--- src/rtl/vga_mem_viewer_if.sv ---
// vga_mem_viewer_if: pixel-fetch bus between the viewer and its memory/overlay sources
interface vga_mem_viewer_if #(
  parameter int DATA_WIDTH = 16,
  parameter int NUM_LAYERS = 2
);
  logic [9:0] pixel_x;
  logic [9:0] pixel_y;
  logic [DATA_WIDTH-1:0] pixel_in;
  logic [NUM_LAYERS-1:0] layer_req;
  logic [8*NUM_LAYERS-1:0] layer_rgb;
  modport master (output pixel_x, pixel_y, input pixel_in, layer_req, layer_rgb);
  modport slave (input pixel_x, pixel_y, output pixel_in, layer_req, layer_rgb);
endinterface

--- src/rtl/vga_mem_viewer.sv ---
// vga_mem_viewer: VGA timing plus memory bit-grid, blinking cursor and overlay layer compositing
module vga_mem_viewer #(
  parameter int DATA_WIDTH = 16,
  parameter int BX = 3,
  parameter int BY = 3,
  parameter int VIEW_W = 512,
  parameter int VIEW_H = 384,
  parameter int NUM_LAYERS = 2,
  parameter int LAT = 1,
  parameter int H_ACT = 640,
  parameter int H_FP = 16,
  parameter int H_SW = 96,
  parameter int H_BP = 48,
  parameter int V_ACT = 480,
  parameter int V_FP = 10,
  parameter int V_SW = 2,
  parameter int V_BP = 33,
  parameter int BLINK_FRAMES = 30
) (
  input  logic CLK_50,
  input  logic RESET_N,
  input  logic [1:0] mode,
  input  logic cursor_en,
  input  logic [$clog2(VIEW_W>>BX)-1:0] cursor_x,
  input  logic [$clog2(VIEW_H>>BY)-1:0] cursor_y,
  vga_mem_viewer_if.master mem,
  output logic [2:0] RED,
  output logic [2:0] GREEN,
  output logic [1:0] BLUE,
  output logic h_sync,
  output logic v_sync,
  output logic frame_start
);
  localparam int DWB = $clog2(DATA_WIDTH);
  localparam int FCW = $clog2(BLINK_FRAMES + 1);
  localparam int CXW = $clog2(VIEW_W>>BX);
  localparam int CYW = $clog2(VIEW_H>>BY);
  localparam logic [9:0] H_LAST = 10'(H_ACT + H_FP + H_SW + H_BP - 1);
  localparam logic [9:0] V_LAST = 10'(V_ACT + V_FP + V_SW + V_BP - 1);
  logic [9:0] x, y, sx, sy;
  logic [9:0] px [LAT];
  logic [9:0] py [LAT];
  logic act_d [LAT];
  logic hs_d [LAT];
  logic vs_d [LAT];
  logic [FCW-1:0] fcnt;
  logic phase, on_bit, hit;
  logic [CXW-1:0] cx;
  logic [CYW-1:0] cy;
  logic [7:0] grid, lay, rgb_n, rgb_q;
  assign mem.pixel_x = x;
  assign mem.pixel_y = y;
  assign frame_start = RESET_N && x == '0 && y == '0;
  // stage 0 counters feed a LAT-deep delay line so the last stage lines up with fetched data
  always_ff @(posedge CLK_50 or negedge RESET_N)
    if (!RESET_N) begin
      x <= '0;
      y <= '0;
      for (int i = 0; i < LAT; i++) begin
        px[i] <= '0;
        py[i] <= '0;
        act_d[i] <= 1'b0;
        hs_d[i] <= 1'b1;
        vs_d[i] <= 1'b1;
      end
    end else begin
      x <= x == H_LAST ? '0 : x + 10'd1;
      if (x == H_LAST) y <= y == V_LAST ? '0 : y + 10'd1;
      px[0] <= x;
      py[0] <= y;
      act_d[0] <= x < 10'(H_ACT) && y < 10'(V_ACT);
      hs_d[0] <= !(x >= 10'(H_ACT + H_FP) && x < 10'(H_ACT + H_FP + H_SW));
      vs_d[0] <= !(y >= 10'(V_ACT + V_FP) && y < 10'(V_ACT + V_FP + V_SW));
      for (int i = 1; i < LAT; i++) begin
        px[i] <= px[i-1];
        py[i] <= py[i-1];
        act_d[i] <= act_d[i-1];
        hs_d[i] <= hs_d[i-1];
        vs_d[i] <= vs_d[i-1];
      end
    end
  always_ff @(posedge CLK_50 or negedge RESET_N)
    if (!RESET_N) begin
      fcnt <= '0;
      phase <= 1'b0;
      cx <= '0;
      cy <= '0;
    end else begin
      if (frame_start) begin
        cx <= cursor_x;
        cy <= cursor_y;
      end
      if (!cursor_en) begin
        fcnt <= '0;
        phase <= 1'b0;
      end else if (frame_start) begin
        fcnt <= fcnt == FCW'(BLINK_FRAMES - 1) ? '0 : fcnt + FCW'(1);
        if (fcnt == FCW'(BLINK_FRAMES - 1)) phase <= !phase;
      end
    end
  assign sx = px[LAT-1];
  assign sy = py[LAT-1];
  // inverting the cell index within a word selects MSB-first bit order
  assign on_bit = mem.pixel_in[~sx[BX +: DWB]];
  assign hit = cursor_en && phase && (sx >> BX) == 10'(cx) && (sy >> BY) == 10'(cy);
  always_comb begin
    grid = on_bit ? 8'hFF : 8'b001_001_01;
    if (mode == 2'd0) begin
      grid = ~|sx[BX-1:0] || ~|sy[BY-1:0] ? 8'b111_000_00 : grid;
      grid = ~|sx[BX+2:0] ? 8'b000_000_01 : grid;
      grid = ~|sx[BX+DWB-1:0] ? 8'b000_000_11 : grid;
    end
    grid = hit ? ~grid : grid;
    lay = 8'b000_001_00;
    for (int i = 0; i < NUM_LAYERS; i++) lay = mem.layer_req[i] ? mem.layer_rgb[8*i +: 8] : lay;
    rgb_n = !act_d[LAT-1] ? 8'h00
          : mode == 2'd2 ? 8'b111_000_00
          : mode == 2'd3 ? {{3{sx[9]}}, {3{sx[8]}}, {2{sx[7]}}}
          : sx < 10'(VIEW_W) && sy < 10'(VIEW_H) ? grid : lay;
  end
  always_ff @(posedge CLK_50 or negedge RESET_N)
    if (!RESET_N) begin
      rgb_q <= '0;
      h_sync <= 1'b1;
      v_sync <= 1'b1;
    end else begin
      rgb_q <= rgb_n;
      h_sync <= hs_d[LAT-1];
      v_sync <= vs_d[LAT-1];
    end
  assign {RED, GREEN, BLUE} = rgb_q;
endmodule
--- src/flat_wrapper.sv ---
// flat-port wrapper written by rule: the top's interface ports become plain ports
module vga_mem_viewer_flat 
#(
  parameter int DATA_WIDTH = 16,
  parameter int BX = 3,
  parameter int BY = 3,
  parameter int VIEW_W = 512,
  parameter int VIEW_H = 384,
  parameter int NUM_LAYERS = 2,
  parameter int LAT = 1,
  parameter int H_ACT = 640,
  parameter int H_FP = 16,
  parameter int H_SW = 96,
  parameter int H_BP = 48,
  parameter int V_ACT = 480,
  parameter int V_FP = 10,
  parameter int V_SW = 2,
  parameter int V_BP = 33,
  parameter int BLINK_FRAMES = 30
)
  (CLK_50, RESET_N, mode, cursor_en, cursor_x, cursor_y, RED, GREEN, BLUE, h_sync, v_sync, frame_start, mem_pixel_x, mem_pixel_y, mem_pixel_in, mem_layer_req, mem_layer_rgb);
  vga_mem_viewer_if #(.DATA_WIDTH(DATA_WIDTH), .NUM_LAYERS(NUM_LAYERS)) mem_i ();
  input  logic CLK_50;
  input  logic RESET_N;
  input  logic [1:0] mode;
  input  logic cursor_en;
  input  logic [$clog2(VIEW_W>>BX)-1:0] cursor_x;
  input  logic [$clog2(VIEW_H>>BY)-1:0] cursor_y;
  output logic [2:0] RED;
  output logic [2:0] GREEN;
  output logic [1:0] BLUE;
  output logic h_sync;
  output logic v_sync;
  output logic frame_start;
  output wire logic [$bits(mem_i.pixel_x)-1:0] mem_pixel_x;
  output wire logic [$bits(mem_i.pixel_y)-1:0] mem_pixel_y;
  input wire logic [$bits(mem_i.pixel_in)-1:0] mem_pixel_in;
  input wire logic [$bits(mem_i.layer_req)-1:0] mem_layer_req;
  input wire logic [$bits(mem_i.layer_rgb)-1:0] mem_layer_rgb;
  assign mem_pixel_x = mem_i.pixel_x;
  assign mem_pixel_y = mem_i.pixel_y;
  assign mem_i.pixel_in = mem_pixel_in;
  assign mem_i.layer_req = mem_layer_req;
  assign mem_i.layer_rgb = mem_layer_rgb;
  vga_mem_viewer #(.DATA_WIDTH(DATA_WIDTH), .BX(BX), .BY(BY), .VIEW_W(VIEW_W), .VIEW_H(VIEW_H), .NUM_LAYERS(NUM_LAYERS), .LAT(LAT), .H_ACT(H_ACT), .H_FP(H_FP), .H_SW(H_SW), .H_BP(H_BP), .V_ACT(V_ACT), .V_FP(V_FP), .V_SW(V_SW), .V_BP(V_BP), .BLINK_FRAMES(BLINK_FRAMES)) u_core (.CLK_50(CLK_50), .RESET_N(RESET_N), .mode(mode), .cursor_en(cursor_en), .cursor_x(cursor_x), .cursor_y(cursor_y), .mem(mem_i), .RED(RED), .GREEN(GREEN), .BLUE(BLUE), .h_sync(h_sync), .v_sync(v_sync), .frame_start(frame_start));
endmodule
--- config.mk ---
export PLATFORM = sky130hd
export DESIGN_NAME = vga_mem_viewer_flat
export DESIGN_NICKNAME = d
export VERILOG_FILES = /design/src/rtl/vga_mem_viewer_if.sv /design/src/rtl/vga_mem_viewer.sv /design/src/flat_wrapper.sv
export SDC_FILE = /design/constraint.sdc
export NUM_CORES = 1
export LEC_CHECK = 0
export CAP_MARGIN = 10
export CELL_PAD_IN_SITES_DETAIL_PLACEMENT = 1
export CELL_PAD_IN_SITES_GLOBAL_PLACEMENT = 1
export CORE_ASPECT_RATIO = 1.25
export CORE_MARGIN = 3
export CORE_UTILIZATION = 35
export CTS_BUF_LIST = sky130_fd_sc_hd__clkbuf_4 sky130_fd_sc_hd__clkbuf_8
export CTS_CLUSTER_DIAMETER = 120
export DETAILED_ROUTE_END_ITERATION = 10
export MAX_ROUTING_LAYER = met4
export PLACE_DENSITY = 0.75
export SYNTH_ARGS = -nofsm -noshare
export SYNTH_HDL_FRONTEND = slang
export SYNTH_SLANG_ARGS = --single-unit
--- constraint.sdc ---
create_clock -name CLK_50 -period 6.4 [get_ports CLK_50]
set_clock_uncertainty 0.2 [all_clocks]
set_input_delay 1.28 -clock CLK_50 [delete_from_list [all_inputs] [get_ports CLK_50]]
set_output_delay 1.28 -clock CLK_50 [all_outputs]
set_load 0.02 [all_outputs]
After elaboration in Yosys (flattened, before gate mapping)
Cells that the tools add are included.
{"block": "word_totals", "out_inout_bits": 31, "in_bits": 51, "reg_bits": 71}
{"block": "classes", "eq_ne": 9, "n_lt_le_gt_ge": 9, "muxes": 22, "n_addsub": 3, "reduce_logical": 23, "bitwise_logic": 2}
{"cell": "$mux 8", "n": 12}
{"cell": "$lt 10x10->1 const B", "n": 3}
{"cell": "$lt 10x9->1 const B", "n": 3}
{"cell": "$add 10x1->10 const B", "n": 2}
{"cell": "$eq 10x10->1 const B", "n": 2}
{"cell": "$logic_not 10->1", "n": 2}
{"cell": "$mux 10", "n": 2}
{"cell": "$mux 5", "n": 3}
{"cell": "$eq 7x6->1", "n": 2}
{"cell": "$ge 10x10->1 const B", "n": 1}
{"cell": "$ge 10x9->1 const B", "n": 1}
{"cell": "$logic_and 1x1->1", "n": 9}
{"cell": "$not 8->8", "n": 1}
{"cell": "$reduce_or 7->1", "n": 1}
{"cell": "$reduce_or 3->1", "n": 2}
{"cell": "$reduce_or 6->1", "n": 1}
{"cell": "$add 5x1->5 const B", "n": 1}
{"cell": "$eq 5x5->1 const B", "n": 1}
{"cell": "$logic_not 1->1", "n": 5}
{"cell": "$lt 4x5->1 const B", "n": 1}
{"cell": "$bmux 1 s4", "n": 1}
{"cell": "$eq 2x2->1 const B", "n": 2}
{"cell": "$mux 1", "n": 4}
{"cell": "$ne 2x1->1 const B", "n": 2}
{"cell": "4 further kinds", "n": 4}

Logic depth before layout (Yosys ltp)
{"block": "depth", "word_depth": 14, "mapped_depth": 9}

Least setup slack after synthesis
No wires, ideal clock.
{"block": "synth_path", "kind": "input-to-output", "start": "input port RESET_N", "end": "output port frame_start", "setup_slack_ns": 2.884, "n_path_buf": 0, "t_arrival_ns": 2.036, "cell_stages": 3, "required_ns": 4.920, "path_cell_list": "nor3b_1 -> nand2_1 -> nor3_1"}
{"block": "synth_via", "elab_chain_len": 2}
{"item": "from (decl)", "line_no": "flat_wrapper.sv:24", "rtl": "input logic RESET_N;"}
{"item": "$logic_and 1x1->1 (2 in series)", "line_no": "vga_mem_viewer.sv:53", "rtl": "assign frame_start = RESET_N && x == '0 && y == '0;"}
{"item": "to (decl)", "line_no": "flat_wrapper.sv:34", "rtl": "output logic frame_start;"}
No other way between the ends.

Worst setup path after layout
{"block": "layout_path", "start": "register u_core.y[6] (netlist: u_core.mem.pixel_y[6])", "end": "output port frame_start"}
{"block": "layout_via", "elab_chain_len": 2}
{"item": "from (decl)", "line_no": "vga_mem_viewer.sv:40", "rtl": "logic [9:0] x, y, sx, sy;"}
{"item": "from (signal assigned)", "line_no": "vga_mem_viewer.sv:68", "rtl": "if (x == H_LAST) y <= y == V_LAST ? '0 : y + 10'd1;"}
{"item": "$logic_not 10->1", "line_no": "vga_mem_viewer.sv:53"}
{"item": "$logic_and 1x1->1", "line_no": "vga_mem_viewer.sv:53"}
No other way between the ends.

==> results.cfg <==
[routing]
drt_iter0_drc = 117
vias = 2722
drtAntennaViolNets = 0
routedWlPerCell_um = 16.73
drc_errors = 0
wl_um = 8951
drt_pass1_iterations = 4
drt-vias-per-instance = 5.088

[global_routing]
gr-usage-all-layers_pct = 18.45
gr-total-overflow = 0
grt_pass1_wl_um = 14960
antenna_found_initial = 2
grt_max_degree = 72
grt_pass1_vias = 3034

[timing]
setup_violations = 0
hold_ws_ns = 0.1577
slew-limit-headroom_pct = 39.64
finalHoldViolations = 0
fin_ws_ns = 2.383
fin_crit_ns = 4.017
rsz0062_at_grt = no
setup-tns-final_ns = 0
max_freq_ghz = 0.2489
tightestPinTransition_ns = 0.9054
post-route-period-util_pct = 62.77
drv_slew = 0

[pwr]
clkPwrFrac_pct = 39.7
p_leak_nw = 1.944
p_comb_share_pct = 8.7
p_int_uw = 698.4
seqPwrFrac_pct = 51.6
switching_share_pct = 21.67
pwr_density_cell_nw_per_um2 = 200.2
switching_power_uw = 193.2
max-vdd-ir-drop_mv = 0.1417

[worst_setup_path]
cp.buffers_inverters = 1
cpLargestDelayFamily = simple AND/OR/NAND/NOR gates
slowest_stage = clkdlybuf4s50_1
crit_arrival_ns = 2.54
r2r_slack_ns = 3.44
worst_setup_path_end_kind = output port
crit_type = reg2out
path_max_fanout = 8
crit_chain = or4_4, or3_4, nor3_1, clkdlybuf4s50_1
start_kind = flop
cpPeakStageDelay_ns = 0.63
critPathRequiredTime_ns = 4.92

[cts]
path_clk_slew_ns = 0.08
cts_tree = yes
clock-sinks = 71
insertion_delay_ns = 0.33
cts_root_buffer = clkbuf_8
cts_resized = 0
cts_hold_buf = 0
clk_path_buf_depth = 2
post_cts_buffers = 0
cts_buffers = 9
cts_max_level = 3

[logic_synthesis]
synth-seq-cells = 71
syn_area_sq_um = 3324
synth_top_area_cell = dfrtp_1
synth_ff_type = dfrtp_1
synth_edf_count = 0
synth.most_common_cell = dfrtp_1
syn_inst = 323
syn_nets = 380
yosys-top-cells-count = dfrtp_1, nand2_1, o21ai_0, xnor2_1, nor2_1
syn_avg_cell_area_sq_um = 10.29
yosysWarnings = 0
yosysSeqAreaShare_pct = 53.59
async_reset_ff_share_pct = 100.0
synth_area_leaders = dfrtp_1, nand2_1, xnor2_1
synth_cell_types = 44
synth_top_area_share_pct = 50.43

[floorplanning]
die_h_um = 115.0
row_count = 39
die_area_sq_um = 10710
die_w_um = 93.17
core_area_sq_um = 9223
io-pin-count = 82
start_util_pct = 36.05

[cells_and_area]
fin_nets = 463
area_growth_pct = 33.99
drive_gt1_share_pct = 7.561

[run_status]
status = finished clean

[place]
portBuffers = 81
dpl_worst_slack_ns = 2.423
place.gp.congestion = 0.8223
dp_hpwl_um = 6652

[hold_path]
hp-class = reg2reg

[flow_run]
max_cap_viol_count = 0
[flip-flops by register name, indices dropped and copies added, names as in the netlist]
name,flops
u_core.mem.pixel_x,10
u_core.mem.pixel_y,10
u_core.px,10
u_core.py,10
u_core.rgb_q,8
u_core.cx,6
u_core.cy,6
u_core.fcnt,5
u_core.act_d,1
u_core.h_sync,1
u_core.hs_d,1
u_core.phase,1
u_core.v_sync,1
u_core.vs_d,1
[cell type report]
| type | instances | area, sq um |
|---|---|---|
| antenna | 2 | 5.005 |
| clock buffer | 12 | 152.6 |
| clock inverter | 3 | 43.79 |
| fill | 1014 | 4768 |
| inverter | 13 | 48.80 |
| multi-input combinational | 227 | 1440 |
| sequential | 71 | 1782 |
| tap | 123 | 153.9 |
| timing repair buffer | 84 | 828.3 |
[cells in the final DEF, fill, tap and decap left out, types with 3 or more instances in the layout]
cell	instances
nand3_1	11
nor4_1	3
dfrtp_1	67
dfstp_2	4
buf_4	3
clkbuf_8	10
or3_1	4
nand2_1	61
nor3b_1	3
o21a_1	3
a22oi_1	3
xnor2_1	20
nand4_1	8
mux4_2	5
and2_1	3
a21boi_0	3
ha_1	6
a21oi_1	5
a221oi_1	5
inv_1	13
nor3_1	8
xor2_1	8
and3_1	3
nor2_1	15
clkdlybuf4s50_1	80
o21ai_0	20
nor2b_1	4
a21o_1	3
[worst reg2reg max path: stages (launching register included)]
cell and delay (ns):
dfrtp_1 0.47, or4_4 0.58, or3_4 0.35, or3_1 0.69, or3_1 0.47, a21boi_1 0.14
[cell families (layout without fill, tap and decap cells)]
kind of cell,count (synthesis),count (layout),synth area share [%]
compound gates,56,56,10.91
buf+inv,25,112,3.086
fa+ha+maj,6,6,2.258
xor+xnor,28,28,7.377
flops,71,71,53.59
mux,5,5,3.387
simple gates,132,132,19.38
other cells,0,2,0
[final timing paths]
| kind | start | end | cells past startpoint |
|---|---|---|---|
| setup reg to reg | u_core.mem.pixel_y[6]$_DFFE_PN0N_ | u_core.fcnt[3]$_DFFE_PN0P_ | 5 |
| hold reg to reg | u_core.hs_d$_DFF_PN1_ | u_core.h_sync$_DFF_PN1_ | 0 |
| min in group asynchronous | RESET_N | u_core.mem.pixel_x[3]$_DFF_PN0_ | 2 |
| hold / removal | u_core.hs_d$_DFF_PN1_ | u_core.h_sync$_DFF_PN1_ | 0 |
| max in group asynchronous | RESET_N | u_core.cx[1]$_DFFE_PN0P_ | 2 |
| setup / recovery | u_core.mem.pixel_y[6]$_DFFE_PN0N_ | frame_start | 4 |
[power groups by stage]
| stage | Clock (mW) | Combinational, mW | Sequential, mW |
|---|---|---|---|
| floorplan | 0 | 0.0220 | 0.472 |
| finish | 0.354 | 0.0777 | 0.460 |
| detailed placement | 0 | 0.0788 | 0.468 |
| global route | 0.387 | 0.0858 | 0.461 |
| global placement | 0 | 0.0772 | 0.468 |
| CTS | 0.368 | 0.0795 | 0.460 |
[layer usage]
| layer | vias to the layer above | GRT usage (%) | wire [um] |
|---|---|---|---|
| met1 | 1355 | 22.23 | 3947 |
| met3 | 4 | 5.301 | 511 |
| met4 | 0 | 5.572 | 47 |
| met5 | - | - | 0 |
| met2 | 74 | 30.13 | 4444 |
| li1 | 1289 | - | - |
[metrics by stage]
stage	area, sq um	instances	total power, mW	util [%]
4_1_cts	4449	533	0.9071	48.24
6_report	4454	535	0.8916	48.30
3_3_place_gp	4253	518	0.5454	46.11
5_1_grt	4454	535	0.9332	48.30
3_5_place_dp	4253	518	0.5473	46.11
2_1_floorplan	3324	323	0.4942	-
Note: power is estimated with default switching activity, not from simulation.
